File: config.mk
export PLATFORM = sky130hd
export DESIGN_NAME = tristate_rx_flat
export DESIGN_NICKNAME = d
export VERILOG_FILES = /design/src/rtl/tristate_rx_pkg.sv /design/src/rtl/tristate_rx_if.sv /design/src/rtl/sync_2ff.sv /design/src/rtl/tristate_rx.sv /design/src/flat_wrapper.sv
export SDC_FILE = /design/constraint.sdc
export NUM_CORES = 1
export LEC_CHECK = 0
export BUFFER_PORTS_ARGS = -buffer_cell sky130_fd_sc_hd__buf_2
export CORE_UTILIZATION = 46
export DETAILED_ROUTE_END_ITERATION = 8
export PLACE_DENSITY = 0.65
export SYNTH_ARGS = -nofsm -noshare
export SYNTH_HDL_FRONTEND = slang
export SYNTH_SLANG_ARGS = --single-unit
File: constraint.sdc
create_clock -name clk -period 3.1 [get_ports clk]
set_input_delay 0.465 -clock clk [delete_from_list [all_inputs] [get_ports clk]]
set_output_delay 0.465 -clock clk [all_outputs]
set_load 0.05 [all_outputs]
File: src/rtl/tristate_rx_pkg.sv
// Shared types and constants for the single-wire half-duplex receiver.
// Imported by the interface, the top level and the testbench.
package tristate_rx_pkg;

    localparam int DATA_W = 8;

    typedef enum logic [2:0] {
        GUARD,
        IDLE,
        START,
        DATA,
        STOP
    } rx_state_e;

endpackage

File: src/rtl/tristate_rx_if.sv
// Byte hand-off channel from the receiver to the consuming fabric logic.
// The receiver owns data/valid and the consumer owns ready.
interface tristate_rx_if;
    import tristate_rx_pkg::*;

    logic [DATA_W-1:0] rx_data;
    logic              rx_valid;
    logic              rx_ready;

    modport master (output rx_data, output rx_valid, input rx_ready);
    modport slave  (input rx_data, input rx_valid, output rx_ready);

endinterface

File: src/rtl/sync_2ff.sv
// Two-flop synchronizer for an asynchronous pad input.
// Both stages reset to 1 so a pulled-up idle line never looks like a start bit.
module sync_2ff (
    input  logic clk,
    input  logic rst_n,
    input  logic d,
    output logic q
);

    logic meta_q;
    logic sync_q;

    always_ff @(posedge clk or negedge rst_n) begin
        if (!rst_n) begin
            meta_q <= 1'b1;
            sync_q <= 1'b1;
        end else begin
            meta_q <= d;
            sync_q <= meta_q;
        end
    end

    assign q = sync_q;

endmodule

File: src/rtl/tristate_rx.sv
// Receive side of the half-duplex single-wire link: guards the bus turnaround,
// deframes start/8 data/stop bits and hands bytes out over valid/ready.
module tristate_rx
    import tristate_rx_pkg::*;
#(
    parameter int BIT_CLKS   = 16,
    parameter int GUARD_CLKS = 4
) (
    input  logic          clk,
    input  logic          rst_n,
    input  logic          line_in,
    input  logic          oe,
    tristate_rx_if.master rx,
    output logic          frame_err,
    output logic          overrun,
    output logic          busy
);

    localparam int CNT_MAX = (BIT_CLKS > GUARD_CLKS + 1) ? BIT_CLKS : GUARD_CLKS + 1;
    localparam int CNT_W   = $clog2(CNT_MAX);

    localparam logic [CNT_W-1:0] CNT_ONE   = CNT_W'(1);
    localparam logic [CNT_W-1:0] GUARD_LD  = CNT_W'(GUARD_CLKS);
    localparam logic [CNT_W-1:0] HALF_LD   = CNT_W'(BIT_CLKS / 2 - 1);
    localparam logic [CNT_W-1:0] BIT_LD    = CNT_W'(BIT_CLKS - 1);
    localparam logic [2:0]       LAST_BIT  = 3'(DATA_W - 1);

    logic line_s;

    sync_2ff u_sync (
        .clk   (clk),
        .rst_n (rst_n),
        .d     (line_in),
        .q     (line_s)
    );

    rx_state_e         state_q, state_d;
    logic [CNT_W-1:0]  cnt_q, cnt_d;
    logic [2:0]        bit_idx_q, bit_idx_d;
    logic [DATA_W-1:0] shift_q, shift_d;
    logic [DATA_W-1:0] data_q, data_d;
    logic              valid_q, valid_d;
    logic              frame_err_q, frame_err_d;
    logic              overrun_q, overrun_d;
    logic              busy_q, busy_d;
    logic              deliver;

    always_comb begin
        state_d     = state_q;
        cnt_d       = cnt_q;
        bit_idx_d   = bit_idx_q;
        shift_d     = shift_q;
        data_d      = data_q;
        valid_d     = valid_q;
        frame_err_d = 1'b0;
        overrun_d   = 1'b0;
        deliver     = 1'b0;

        if (valid_q && rx.rx_ready) begin
            valid_d = 1'b0;
        end

        // Our own driver owning the wire trumps everything: drop any partial frame.
        if (oe) begin
            state_d   = GUARD;
            cnt_d     = GUARD_LD;
            bit_idx_d = 3'd0;
        end else begin
            case (state_q)
                GUARD: begin
                    if (cnt_q != '0) begin
                        cnt_d = cnt_q - CNT_ONE;
                    end else if (line_s) begin
                        state_d = IDLE;
                    end
                end
                IDLE: begin
                    if (!line_s) begin
                        state_d = START;
                        cnt_d   = HALF_LD;
                    end
                end
                START: begin
                    if (cnt_q != '0) begin
                        cnt_d = cnt_q - CNT_ONE;
                    end else if (!line_s) begin
                        state_d   = DATA;
                        cnt_d     = BIT_LD;
                        bit_idx_d = 3'd0;
                    end else begin
                        state_d = IDLE;
                    end
                end
                DATA: begin
                    if (cnt_q != '0) begin
                        cnt_d = cnt_q - CNT_ONE;
                    end else begin
                        shift_d   = {line_s, shift_q[DATA_W-1:1]};
                        bit_idx_d = bit_idx_q + 3'd1;
                        cnt_d     = BIT_LD;
                        if (bit_idx_q == LAST_BIT) begin
                            state_d = STOP;
                        end
                    end
                end
                STOP: begin
                    if (cnt_q != '0) begin
                        cnt_d = cnt_q - CNT_ONE;
                    end else if (line_s) begin
                        deliver = 1'b1;
                        state_d = IDLE;
                    end else begin
                        // A break parks in GUARD until the line returns high.
                        frame_err_d = 1'b1;
                        state_d     = GUARD;
                        cnt_d       = '0;
                    end
                end
                default: begin
                    state_d = GUARD;
                    cnt_d   = GUARD_LD;
                end
            endcase
        end

        if (deliver) begin
            if (!valid_q || rx.rx_ready) begin
                data_d  = shift_q;
                valid_d = 1'b1;
            end else begin
                overrun_d = 1'b1;
            end
        end

        busy_d = (state_d == START) || (state_d == DATA) || (state_d == STOP);
    end

    always_ff @(posedge clk or negedge rst_n) begin
        if (!rst_n) begin
            state_q     <= GUARD;
            cnt_q       <= GUARD_LD;
            bit_idx_q   <= 3'd0;
            shift_q     <= '0;
            data_q      <= '0;
            valid_q     <= 1'b0;
            frame_err_q <= 1'b0;
            overrun_q   <= 1'b0;
            busy_q      <= 1'b0;
        end else begin
            state_q     <= state_d;
            cnt_q       <= cnt_d;
            bit_idx_q   <= bit_idx_d;
            shift_q     <= shift_d;
            data_q      <= data_d;
            valid_q     <= valid_d;
            frame_err_q <= frame_err_d;
            overrun_q   <= overrun_d;
            busy_q      <= busy_d;
        end
    end

    assign rx.rx_data  = data_q;
    assign rx.rx_valid = valid_q;
    assign frame_err   = frame_err_q;
    assign overrun     = overrun_q;
    assign busy        = busy_q;

endmodule

File: src/flat_wrapper.sv
// flat-port wrapper written by rule: the top's interface ports become plain ports
module tristate_rx_flat import tristate_rx_pkg::*;
#(
    parameter int BIT_CLKS   = 16,
    parameter int GUARD_CLKS = 4
)
  (clk, rst_n, line_in, oe, frame_err, overrun, busy, rx_rx_data, rx_rx_valid, rx_rx_ready);
  tristate_rx_if rx_i ();
  input  logic clk;
  input  logic rst_n;
  input  logic line_in;
  input  logic oe;
  output logic frame_err;
  output logic overrun;
  output logic busy;
  output wire logic [$bits(rx_i.rx_data)-1:0] rx_rx_data;
  output wire logic [$bits(rx_i.rx_valid)-1:0] rx_rx_valid;
  input wire logic [$bits(rx_i.rx_ready)-1:0] rx_rx_ready;
  assign rx_rx_data = rx_i.rx_data;
  assign rx_rx_valid = rx_i.rx_valid;
  assign rx_i.rx_ready = rx_rx_ready;
  tristate_rx #(.BIT_CLKS(BIT_CLKS), .GUARD_CLKS(GUARD_CLKS)) u_core (.clk(clk), .rst_n(rst_n), .line_in(line_in), .oe(oe), .rx(rx_i), .frame_err(frame_err), .overrun(overrun), .busy(busy));
endmodule
# Word-level counts from Yosys, hierarchy flattened

Index checks and enable logic that the tools add are counted.

Bits in registers: 32
Bits in latches: 0
Bits in writable memories: 0
ROM bits: 0
Input bits: 5
Output and inout port bits: 12
Word-level logic and storage cells: 80
Memories kept: 0

Add/sub/neg operators: 2
Multiply operators: 0
Div/mod/pow operators: 0
Magnitude comparators: 0
Eq/ne operators: 15
Shift-type cells: 0
Multiplexer cells: 38
Bitwise operators: 2
Reductions and logical operators: 12

Operator list:

| kind                                                 | number |
|---|---|
| 2-to-1 mux 3 bit                                     | 12 |
| 2-to-1 mux 4 bit                                     | 8 |
| case mux 4 bit (5 select lines)                      | 1 |
| case mux 3 bit (5 select lines)                      | 1 |
| 2-to-1 mux 1 bit                                     | 14 |
| equality test 3 x 2 -> 1 bit (second input constant) | 4 |
| != test 3 bit (second input constant)                | 4 |
| equality test 3 bit (second input constant)          | 3 |
| != test 4 x 3 -> 1 bit (second input constant)       | 2 |
| AND reduction 4 bit                                  | 2 |
| case mux 3 bit (2 select lines)                      | 1 |
| nonzero test 4 bit                                   | 1 |
| subtractor 4 x 1 -> 4 bit (second input constant)    | 1 |
| adder 3 x 1 -> 3 bit (second input constant)         | 1 |
| equality test 3 x 1 -> 1 bit (second input constant) | 1 |
| logical NOT 3 bit                                    | 1 |
| logical OR 1 bit                                     | 3 |
| != test 3 x 2 -> 1 bit (second input constant)       | 1 |
| AND reduction 3 bit                                  | 1 |
| nonzero test 3 bit                                   | 1 |
| 2-to-1 mux 2 bit                                     | 1 |
| NOT 1 bit                                            | 2 |
| AND reduction 2 bit                                  | 1 |
| logical AND 1 bit                                    | 1 |
| logical NOT 1 bit                                    | 1 |

# Longest topological paths before layout

Gate-level depths: netlist of run 1.

Depth in word-level cells: 8
Mapped depth: 8

# Modules after synthesis

Synthesis of run 1 repeated with hierarchy kept, for this count alone.

Cells, all modules: 130
Area, all modules: 1516.5 sq um

By module, submodules not included:

| module      | instances | cells an instance | area each (sq um) | seq. area each (sq um) |
|---|---|---|---|---|
| tristate_rx | 1         | 128               | 1463.9            | 752.0 |
| sync_2ff    | 1         | 2                 | 52.6              | 52.6 |

# Least setup slack after synthesis of run 1

Ideal clock, no wire load.

Path type: in2reg
Start point: input port oe
End point: register u_core.data_q[0], in the netlist u_core.rx.rx_data[0]
Library setup time: 0.125 ns
Arrival: 1.832 ns
Required time: 2.975 ns
Slack: 1.143 ns
Stages on the path: 6
Buffers on the path: 2
Path through: buf_2 -> or3_1 -> or3_4 -> nand2b_4 -> buf_6 -> mux2_4

Longest elaborated chain between the ends: 2

Ends and longest elaborated chain:

| element                       | line               | RTL |
|---|---|---|
| from (decl)                   | flat_wrapper.sv:12 | `input logic oe;` |
| 2-to-1 mux 1 bit              | tristate_rx.sv:64  | `if (oe) begin` |
| AND reduction 2 bit (no line) | -                  |  |
| to (signal assigned)          | tristate_rx.sv:154 | `data_q <= data_d;` |
| to (decl)                     | tristate_rx.sv:41  | `logic [DATA_W-1:0] data_q, data_d;` |

Every way passes these cells.
A chain may end at the register's enable or synchronous reset.

# Final worst setup path of run 1

Start point: register u_core.cnt_q[0]
End point: register u_core.bit_idx_q[1]

Longest elaborated chain between the ends: 3
Elaborated cells between the ends (all ways): 4
Classes of those cells: 2 x eq/ne; 2 x reduce/logical

Ends and longest elaborated chain:

| element                           | line                                 | RTL |
|---|---|---|
| from (decl)                       | tristate_rx.sv:38                    | `logic [CNT_W-1:0] cnt_q, cnt_d;` |
| from (signal assigned)            | tristate_rx.sv:151                   | `cnt_q <= cnt_d;` |
| nonzero test 4 bit (*)            | tristate_rx.sv:84, tristate_rx.sv:95 |  |
| != test 3 bit (no line)           | -                                    |  |
| AND reduction 4 bit (no line) (*) | -                                    |  |
| to (signal assigned)              | tristate_rx.sv:152                   | `bit_idx_q <= bit_idx_d;` |
| to (decl)                         | tristate_rx.sv:39                    | `logic [2:0] bit_idx_q, bit_idx_d;` |

Mark *: on every way between the ends. The rest lies on a longest branch, timed or not.

==> results of run 1 <==
## final cells by class
cell class	count	area, µm²
Fill cell	288	1400
Sequential cell	32	805
Multi-Input combinational cell	105	677
Timing Repair Buffer	16	80.1
Tap cell	44	55.1
Clock buffer	6	41.3
Clock inverter	2	35.0
Inverter	4	15.0
## path summary, 6_finish.rpt
check	startpoint	endpoint	slack, ns	depth (start not counted)
min in group clk	line_in	u_core.u_sync.meta_q$_DFF_PN1_	0.22	1
setup / recovery	u_core.cnt_q[0]$_DFFE_PN0P_	u_core.bit_idx_q[1]$_DFFE_PN0P_	0.93	6
hold reg to reg	u_core.u_sync.meta_q$_DFF_PN1_	u_core.u_sync.q$_DFF_PN1_	0.36	0
setup reg to reg	u_core.cnt_q[0]$_DFFE_PN0P_	u_core.bit_idx_q[1]$_DFFE_PN0P_	0.93	6
max in group asynchronous	rst_n	u_core.state_q[2]$_DFF_PN0_	2.51	1
hold / removal	rst_n	u_core.rx.rx_data[1]$_DFFE_PN0P_	0.15	1
## sequential cells by signal (all words and copies together) (netlist names)
signal                count
u_core.u_sync.meta_q      1
u_core.cnt_q              4
u_core.busy               1
u_core.bit_idx_q          3
u_core.u_sync.q           1
u_core.rx.rx_valid        1
u_core.overrun            1
u_core.frame_err          1
u_core.state_q            3
u_core.rx.rx_data         8
u_core.shift_q            8
## critical path: cells and delay by family (launching register included)
| family | cells | cell delay (ns) |
|---|---|---|
| and+or+nand+nor | 3 | 1.18 |
| DFF | 1 | 0.43 |
| AOI/OAI and AO/OA | 1 | 0.23 |
| adders and majority gates | 1 | 0.21 |
| buffers and inverters | 1 | 0.07 |
## cell families (layout without fill, tap and decap cells)
group | after synthesis | after routing | synth area share, %
AOI/OAI and AO/OA | 29 | 29 | 11.9
adders and majority gates | 3 | 3 | 2.44
buffers and inverters | 12 | 28 | 3.74
DFF | 32 | 32 | 52.3
muxes | 9 | 9 | 8.54
and+or+nand+nor | 64 | 64 | 21.1
## cells in the final DEF, fill, tap and decap left out, drive strengths merged
master	count
dfrtp	29
nor4b	1
inv	4
nor2b	2
nor4	2
nand3	2
nand2	33
clkinv	1
or3	5
dfstp	3
o21ai	5
o2bb2ai	2
o311ai	1
or2	2
a22o	2
buf	16
bufinv	1
a21o	1
nor3	2
nand4	2
a211oi	1
mux2	9
a22oi	2
a41oi	1
a2bb2oi	1
clkbuf	6
a21oi	12
nand2b	5
nor2	6
o22ai	1
ha	3
nor3b	1
and2b	1
## per-stage QoR
| stage | power, mW | cells | hold slack (ns) | setup slack (ns) | cell area [µm²] |
|---|---|---|---|---|---|
| finish | 0.977 | 209 | 0.152 | 0.925 | 1710 |
| global placement | 0.669 | 201 | 0.349 | 1.02 | 1630 |
| detailed placement | 0.672 | 201 | 0.350 | 0.960 | 1630 |
| CTS | 0.982 | 209 | 0.178 | 0.957 | 1710 |
| global route | 1.03 | 209 | 0.196 | 0.690 | 1710 |
| floorplan | 0.624 | 149 | 0.169 | 1.14 | 1540 |
## where the power goes
part | internal (mW) | switching [mW]
sequential | 0.445 | 0.0358
clock | 0.169 | 0.140
combinational | 0.0798 | 0.107
total | 0.694 | 0.283
## routing by layer
layer  GRT usage [%]  part of all wire [%]
met5               0                     0
met4            8.31                   2.5
met3            7.79                   6.2
met2            26.0                    44
met1            22.9                    48
==> metrics.txt, run 1 <==
vias per std cell=~5.3; DRC errors left=0; total wire length=2.71 mm; CTS Buf Count=5; CTS tree=done; Port Buffers=16; initial detailed-routing violation count=44; grt ovf=0; H-tree Lvls=2; pin count of the biggest net entering global routing=33; VDD IR-drop max=0.000296 V; CTS root buffer=clkbuf_4; Unique masters post-synth=38; number of flops mapped to enable cells by yosys=0; Die Area=3580 µm²; PwrDens=roughly 570 nW/µm²; # setup viols final=0; vias in the first global route=about 1000; worst min-delay path class=input port to asynchronous set/reset pin; IO Pins=17; RSZ-0062 raised after global routing=false; drt wl/cell=about 13 µm; layout cells sized above 1=24.2%; Startpoint Class=flop; #FFs+latches synth=32; worst relative slew slack=53.5%; Initial Utilization=about half; Placeable Area=between 3000 and 4000 µm²; Worst EP arrival=around 2.5 ns; kind of critical path=flop to flop; Tcrit/Tclk final=a little over two thirds; status=complete, no violations; dominant synthesized flop cell=dfrtp_1; Post-CTS Hold Fix Bufs=0; maximum clock path buffer count=2; max_cap viols=0; cell taking the most area after synthesis=dfrtp_1; Yosys warning count=0; mean area per synthesized cell=between 10 and 15 µm²; Seq/Total Area, Yosys=~52%; Cells after Synth=between 100 and 150; Layout Skew=about 0.0089 ns; Lkg Pwr=roughly 0.9 nW; Post-layout nets=172; Synth async-reset ratio=between 90% and 100%; Synthesized Nets=~160; Crit-path slowest cell=nor3_2; clock sinks=32; GR Util All Layers=17.9%; row count=20; final core utilization=a little under three fifths; setup_tns=0 ns; # diodes=0; clock slew at reported path FFs=0.10 ns; data required time of the critical path=about 3.4 ns; Area growth, synth to finish=11.0%; max-slew violations=0; Synth top cells by count=nand2_1, dfrtp_1, a21oi_1; Hold Fails Final Rpt=0; Fmax achieved=between 400 and 500 MHz; first-pass GRT wire length=between 4 and 5 mm; Setup Fix Bufs, Post-CTS=0; worst slew pin tran=around 0.7 ns; Cell Area, Synth=roughly 1500 µm²; CP Cell Sequence=inv_1, ha_1, nor3b_2, nand2_1, nor3_2, a22o_1; Worst-Skew Late Latency=~0.34 ns; final HPWL from detailed placement=roughly 1.9 mm; Critical Path Sink Type=flop; synth top area cells=dfrtp_1, nand2_1, mux2_4, dfstp_2, a21oi_1; CTS-repair resized insts=0; vias post-DR=around 1100; Routability Congestion=between 0.8 and 0.9; slowest stage delay, CP=around 0.52 ns; most numerous cell in the Yosys netlist=nand2_1; antenna violations before repair=0; Crit Path Max Fanout=10; Die W=roughly 60 µm; drt pass-1 iters=4; Tmin final=~2.2 ns; Die Ht=59.8 µm; Synth top area share=47.2%; Post-DRT Antenna Nets=0
Note: power is estimated with default switching activity, not from simulation.
==> run 2, diff against run 1 <==
PLACE_DENSITY = 0.68   (was 0.65)
clock period = 1.8 ns   (was 3.1 ns; I/O delays follow)
==> run 2 against run 1 <==
  * The run now ends with setup timing left
  * Critical path type unchanged
  * Clock skew up 0.0032 ns
  * Global-route usage up 3.4 points
  * Largest power group unchanged
  * Largest cell class unchanged
  * Wire length up 30%
  * Total power up 96%
==> metrics.txt, run 2 (synthesis results as in run 1) <==
drt wl/cell=around 16 µm; Int Pwr=roughly 1.4 mW; Initial Utilization=49.6%; Post-layout nets=190; initial detailed-routing violation count=54; H-tree Lvls=2; Fmax achieved=approximately 550 MHz; worst relative slew slack=between 50% and 60%; DRC errors left=0; worst slew pin tran=0.689 ns; antenna violations before repair=0; Tmin final=approximately 1.8 ns; data required time of the critical path=around 2.0 ns; Die W=approximately 60 µm; # setup viols final=8; Post-DRT Antenna Nets=0; Hold Fails Final Rpt=0; vias per std cell=between 5 and 6; Worst-Skew Late Latency=between 0.3 and 0.4 ns; most common cell after layout, fill and taps aside=nand2_1; Layout Skew=about 0.012 ns; Crit Path Max Fanout=8; Design Power=1.91 mW; GR Util All Layers=a little over a fifth; Worst EP arrival=slightly above 2 ns; vias in the first global route=approximately 1100; worst setup margin=-0.0126 ns; Logic pwr share=roughly 25%; maximum clock path buffer count=2; FILL cells=roughly 290; Die Ht=about 60 µm; row count=20; Critical Path Sink Type=flop; Clk pwr share=~32%; Lkg Pwr=0.999 nW; status=finished, violations left; Port Buffers=16; CTS root buffer=clkbuf_4; failing checks=setup timing; Tcrit/Tclk final=101%; IO Pins=17; clock slew at reported path FFs=around 0.10 ns; max_cap viols=0; worst min-delay path class=input port to flop; total wire length=around 3.5 mm; Die Area=between 3000 and 4000 µm²; CTS Buf Count=5; first-pass GRT wire length=roughly 5.3 mm; Routability Congestion=between 0.8 and 0.9; # diodes=0; vias post-DR=1224; max-slew violations=0; most frequent cells in the layout=nand2_1, dfrtp_1, buf_2; grt ovf=0; register area=a little over 800 µm²; Startpoint Class=flop; setup slack after placement=-0.0421 ns; Sw Ratio=~28%; share of power burned in registers=roughly 43%; layout cells sized above 1=between 30% and 40%; VDD IR-drop max=0.000755 V; drt pass-1 iters=4; pin count of the biggest net entering global routing=33; clock sinks=32; PwrDens=~1000 nW/µm²; final HPWL from detailed placement=2.39 mm; RSZ-0062 raised after global routing=true; Area growth, synth to finish=24.1%; NetSw=about 0.54 mW; multi-input logic area=a little over 700 µm²; Placeable Area=slightly above 3000 µm²; CTS tree=done; kind of critical path=flop to flop
==> run 2: cell count changes in the layout (fill, tap and decap cells not counted), moves of 2 or more <==
cell      delta
buf_6        +2
or3_1        -2
buf_4       +15
or3_4        +2
clkbuf_8     +2
==> run 2: power by group through the flow <==
stage | clock network, mW | registers (mW) | logic (mW)
3_3_place_gp | 0 | 0.821 | 0.417
6_report | 0.617 | 0.815 | 0.480
5_1_grt | 0.660 | 0.820 | 0.524
3_5_place_dp | 0 | 0.824 | 0.421
2_1_floorplan | 0 | 0.815 | 0.277
4_1_cts | 0.632 | 0.811 | 0.437
==> run 2: repair_timing <==
| action | CTS | global route |
|---|---|---|
| resized for setup | 3 | 7 |
| hold buffers | 1 | 0 |
| buffers inserted | 0 | 1 |
| endpoints found under the hold margin | 29 | 0 |
| endpoints found under the setup margin | 16 | 20 |
| gates cloned | 0 | 1 |
| pin swaps | 0 | 2 |
==> run 2: path summary, 6_finish.rpt <==
path                       depth (start not counted)  slack (ns)                            from                                to
min                                                1        0.02                         line_in    u_core.u_sync.meta_q$_DFF_PN1_
max                                                5       -0.01     u_core.state_q[2]$_DFF_PN0_  u_core.rx.rx_data[5]$_DFFE_PN0P_
max in group asynchronous                          2        0.85                           rst_n       u_core.cnt_q[3]$_DFFE_PN0P_
min in group asynchronous                          2        0.49                           rst_n       u_core.state_q[0]$_DFF_PN0_
max reg2reg                                        5       -0.01     u_core.state_q[2]$_DFF_PN0_  u_core.rx.rx_data[5]$_DFFE_PN0P_
min reg2reg                                        0        0.36  u_core.u_sync.meta_q$_DFF_PN1_         u_core.u_sync.q$_DFF_PN1_
==> run 2: routing by layer <==
layer | vias up | track usage, % | routed length (µm)
met3 | 7 | 6.71 | 173
met1 | 598 | 27.4 | 1680
met4 | 0 | 11.3 | 59
met2 | 33 | 31.9 | 1620
met5 | - | 0 | 0
li1 | 586 | - | -
==> run 2: cell type report <==
class / count / area share (%)
Timing Repair Buffer: 34 / 11.8
Clock inverter: 1 / 1.57
Sequential cell: 32 / 42.1
Tap cell: 44 / 2.88
Inverter: 4 / 0.786
Multi-Input combinational cell: 105 / 37.5
Clock buffer: 7 / 3.41
==> run 2: through the flow <==
step | setup TNS [ns] | hold slack [ns] | instances | cell area, µm² | utilization [%]
3_3_place_gp | 0 | 0.348 | 216 | 1750 | 56.4
4_1_cts | -0.000575 | 0.0109 | 225 | 1870 | 60.2
6_report | -0.0565 | 0.0226 | 227 | 1910 | 61.6
5_1_grt | -0.340 | 0.00205 | 227 | 1910 | 61.6
3_5_place_dp | -0.134 | 0.351 | 216 | 1750 | 56.4
2_1_floorplan | -0.508 | -0.0256 | 149 | 1550 | -
==> run 2: critical path: stages (launching register included) <==
cell,delay [ns]
dfrtp_1,0.38
inv_2,0.05
or3_4,0.39
or3_4,0.34
nand2b_4,0.22
mux2_4,0.32
==> run 3, diff against run 2 <==
BUFFER_PORTS_ARGS = -buffer_cell sky130_fd_sc_hd__buf_4   (was -buffer_cell sky130_fd_sc_hd__buf_2)
clock period = 1.6 ns   (was 1.8 ns; I/O delays follow)
==> run 3 against run 2 <==
  * The run still ends with setup timing left
  * Via count rose by 2.9%
  * Utilization is 4.8 points higher
  * Sequential share of layout area down 3.0 points
  * Highest routed layer unchanged
==> metrics.txt, run 3 (synthesis results as in run 1) <==
row count=20; grt ovf=0; R2R depth=8; clock sinks=32; RSZ-0062 raised after global routing=true; CTS tree=done; Crit Path Max Fanout=6; maximum clock path buffer count=2; Routability Congestion=a little under 0.9; Int Pwr=around 1.5 mW; Logic pwr share=31.0%; GR Util All Layers=about 22%; data required time of the critical path=1.81 ns; Sw Ratio=29.5%; Startpoint Class=flop; worst reg-to-reg setup slack=-0.14 ns; Hold Fails Final Rpt=0; Die W=59.8 µm; failing checks=setup timing; Initial Utilization=slightly below 50%; Fmax achieved=~570 MHz; antenna violations before repair=0; first-pass GRT wire length=5.69 mm; Final Non-Filler Cells=235; Critical Path Sink Type=flop; CP Cell Sequence=inv_2, ha_4, nor3b_4, buf_6, o21ai_2, a22oi_1, nor3_1, or2_1; Post-layout nets=between 150 and 200; worst min-delay path class=input port to flop; worst relative slew slack=73.4%; Die Area=between 3000 and 4000 µm²; Design Power=about 2.2 mW; Post-DRT Antenna Nets=0; Area after DPL=between 1500 and 2000 µm²; final HPWL from detailed placement=~2.3 mm; Port Buffers=16; post-route cell area=2060 µm²; PwrDens=between 1000 and 1500 nW/µm²; vias post-DR=about 1300; most common cell after layout, fill and taps aside=buf_4; pin count of the biggest net entering global routing=33; # diodes=0; Hold Startpoint=oe; CTS Buf Count=5; vias in the first global route=1209; drt wl/cell=around 15 µm; Worst EP arrival=approximately 2 ns; share of power burned in registers=between 40% and 50%; IO Pins=17; Crit-path slowest cell=dfrtp_1; placed cells=222; Die Ht=roughly 60 µm; max-slew violations=0; initial detailed-routing violation count=43; max_cap viols=0; worst setup margin=-0.140 ns; vias per std cell=around 5.4; Clk pwr share=between 20% and 30%; Lkg Pwr=1.04 nW; Tcrit/Tclk final=109%; NetSw=approximately 0.64 mW; Placeable Area=3100 µm²; H-tree Lvls=2; Worst Hold End=u_core.frame_err$_DFF_PN0_; Worst-Skew Late Latency=0.33 ns; worst slew pin tran=roughly 0.40 ns; most frequent cells in the layout=buf_4, dfrtp_1, nand2_1; status=finished, violations left; layout cells sized above 1=around 43%; CTS root buffer=clkbuf_4; VDD IR-drop max=~0.0007 V; final core utilization=66.4%; Area growth, synth to finish=33.8%; FF-to-FF End=u_core.busy$_DFF_PN0_; kind of critical path=flop to flop; drt pass-1 iters=4; Reg2Reg Launch Point=u_core.cnt_q[1]$_DFFE_PN0P_; clock slew at reported path FFs=roughly 0.1 ns; DRC errors left=0; CP Launch Point=u_core.cnt_q[1]$_DFFE_PN0P_; setup_tns=-2.08 ns; slowest stage delay, CP=just over 0.4 ns; Layout Skew=0.0106 ns; Tmin final=roughly 1.7 ns; total wire length=3.50 mm; # setup viols final=25; Hold Path Stages=3
run 3: layer usage:
metal	part of all wire, %	global-route usage, %
met5	0	0
met4	1.2	10.3
met3	4.3	5.19
met2	49	35.1
met1	45	28.6
run 3: through the flow:
| stage | setup WS [ns] | hold slack [ns] |
|---|---|---|
| floorplan | -0.248 | -0.0556 |
| global placement | -0.165 | 0.197 |
| detailed placement | -0.210 | 0.198 |
| CTS | -0.142 | 0.00370 |
| global route | -0.226 | 0.155 |
| finish | -0.140 | 0.186 |
run 3: power by group through the flow:
stage	Combinational [mW]	Clock [mW]	Sequential (mW)
after global placement	0.555	0	0.911
after CTS	0.644	0.616	0.903
after detailed placement	0.568	0	0.914
after global routing	0.739	0.655	0.907
final	0.674	0.601	0.901
after floorplan	0.326	0	0.918
run 3: cell type report:
cell class / instances / area [µm²]
Clock buffer: 6 / 41.3
Timing Repair Buffer: 41 / 328
Clock inverter: 2 / 35.0
Fill cell: 255 / 1040
Tap cell: 44 / 55.1
Multi-Input combinational cell: 106 / 781
Inverter: 4 / 15.0
Sequential cell: 32 / 805
run 3: what timing repair did:
item,in CTS,in global routing
pin swaps,27,9
resized for setup,19,6
endpoints found under the hold margin,29,1
setup buffers,0,2
cloned,1,0
hold buffers,1,1
endpoints found under the setup margin,26,26
run 3: worst max-delay path: cells and delay by family, from the launching register on:
kind | cells | cell delay [ns]
adder cells (fa/ha/maj) | 1 | 0.14
buffers and inverters | 2 | 0.26
AND/OR/NAND/NOR | 3 | 0.60
flip-flops | 1 | 0.41
AO/OA/AOI/OAI | 2 | 0.21
run 3: worst max path at each step:
stage,endpoint,slack (ns)
4_1_cts,u_core.rx.rx_data[6]$_DFFE_PN0P_,-0.14
3_3_place_gp,u_core.shift_q[6]$_DFFE_PN0P_,-0.16
6_report,u_core.busy$_DFF_PN0_,-0.14
5_1_grt,u_core.shift_q[2]$_DFFE_PN0P_,-0.23
2_1_floorplan,u_core.rx.rx_data[0]$_DFFE_PN0P_,-0.25
3_5_place_dp,u_core.shift_q[4]$_DFFE_PN0P_,-0.21
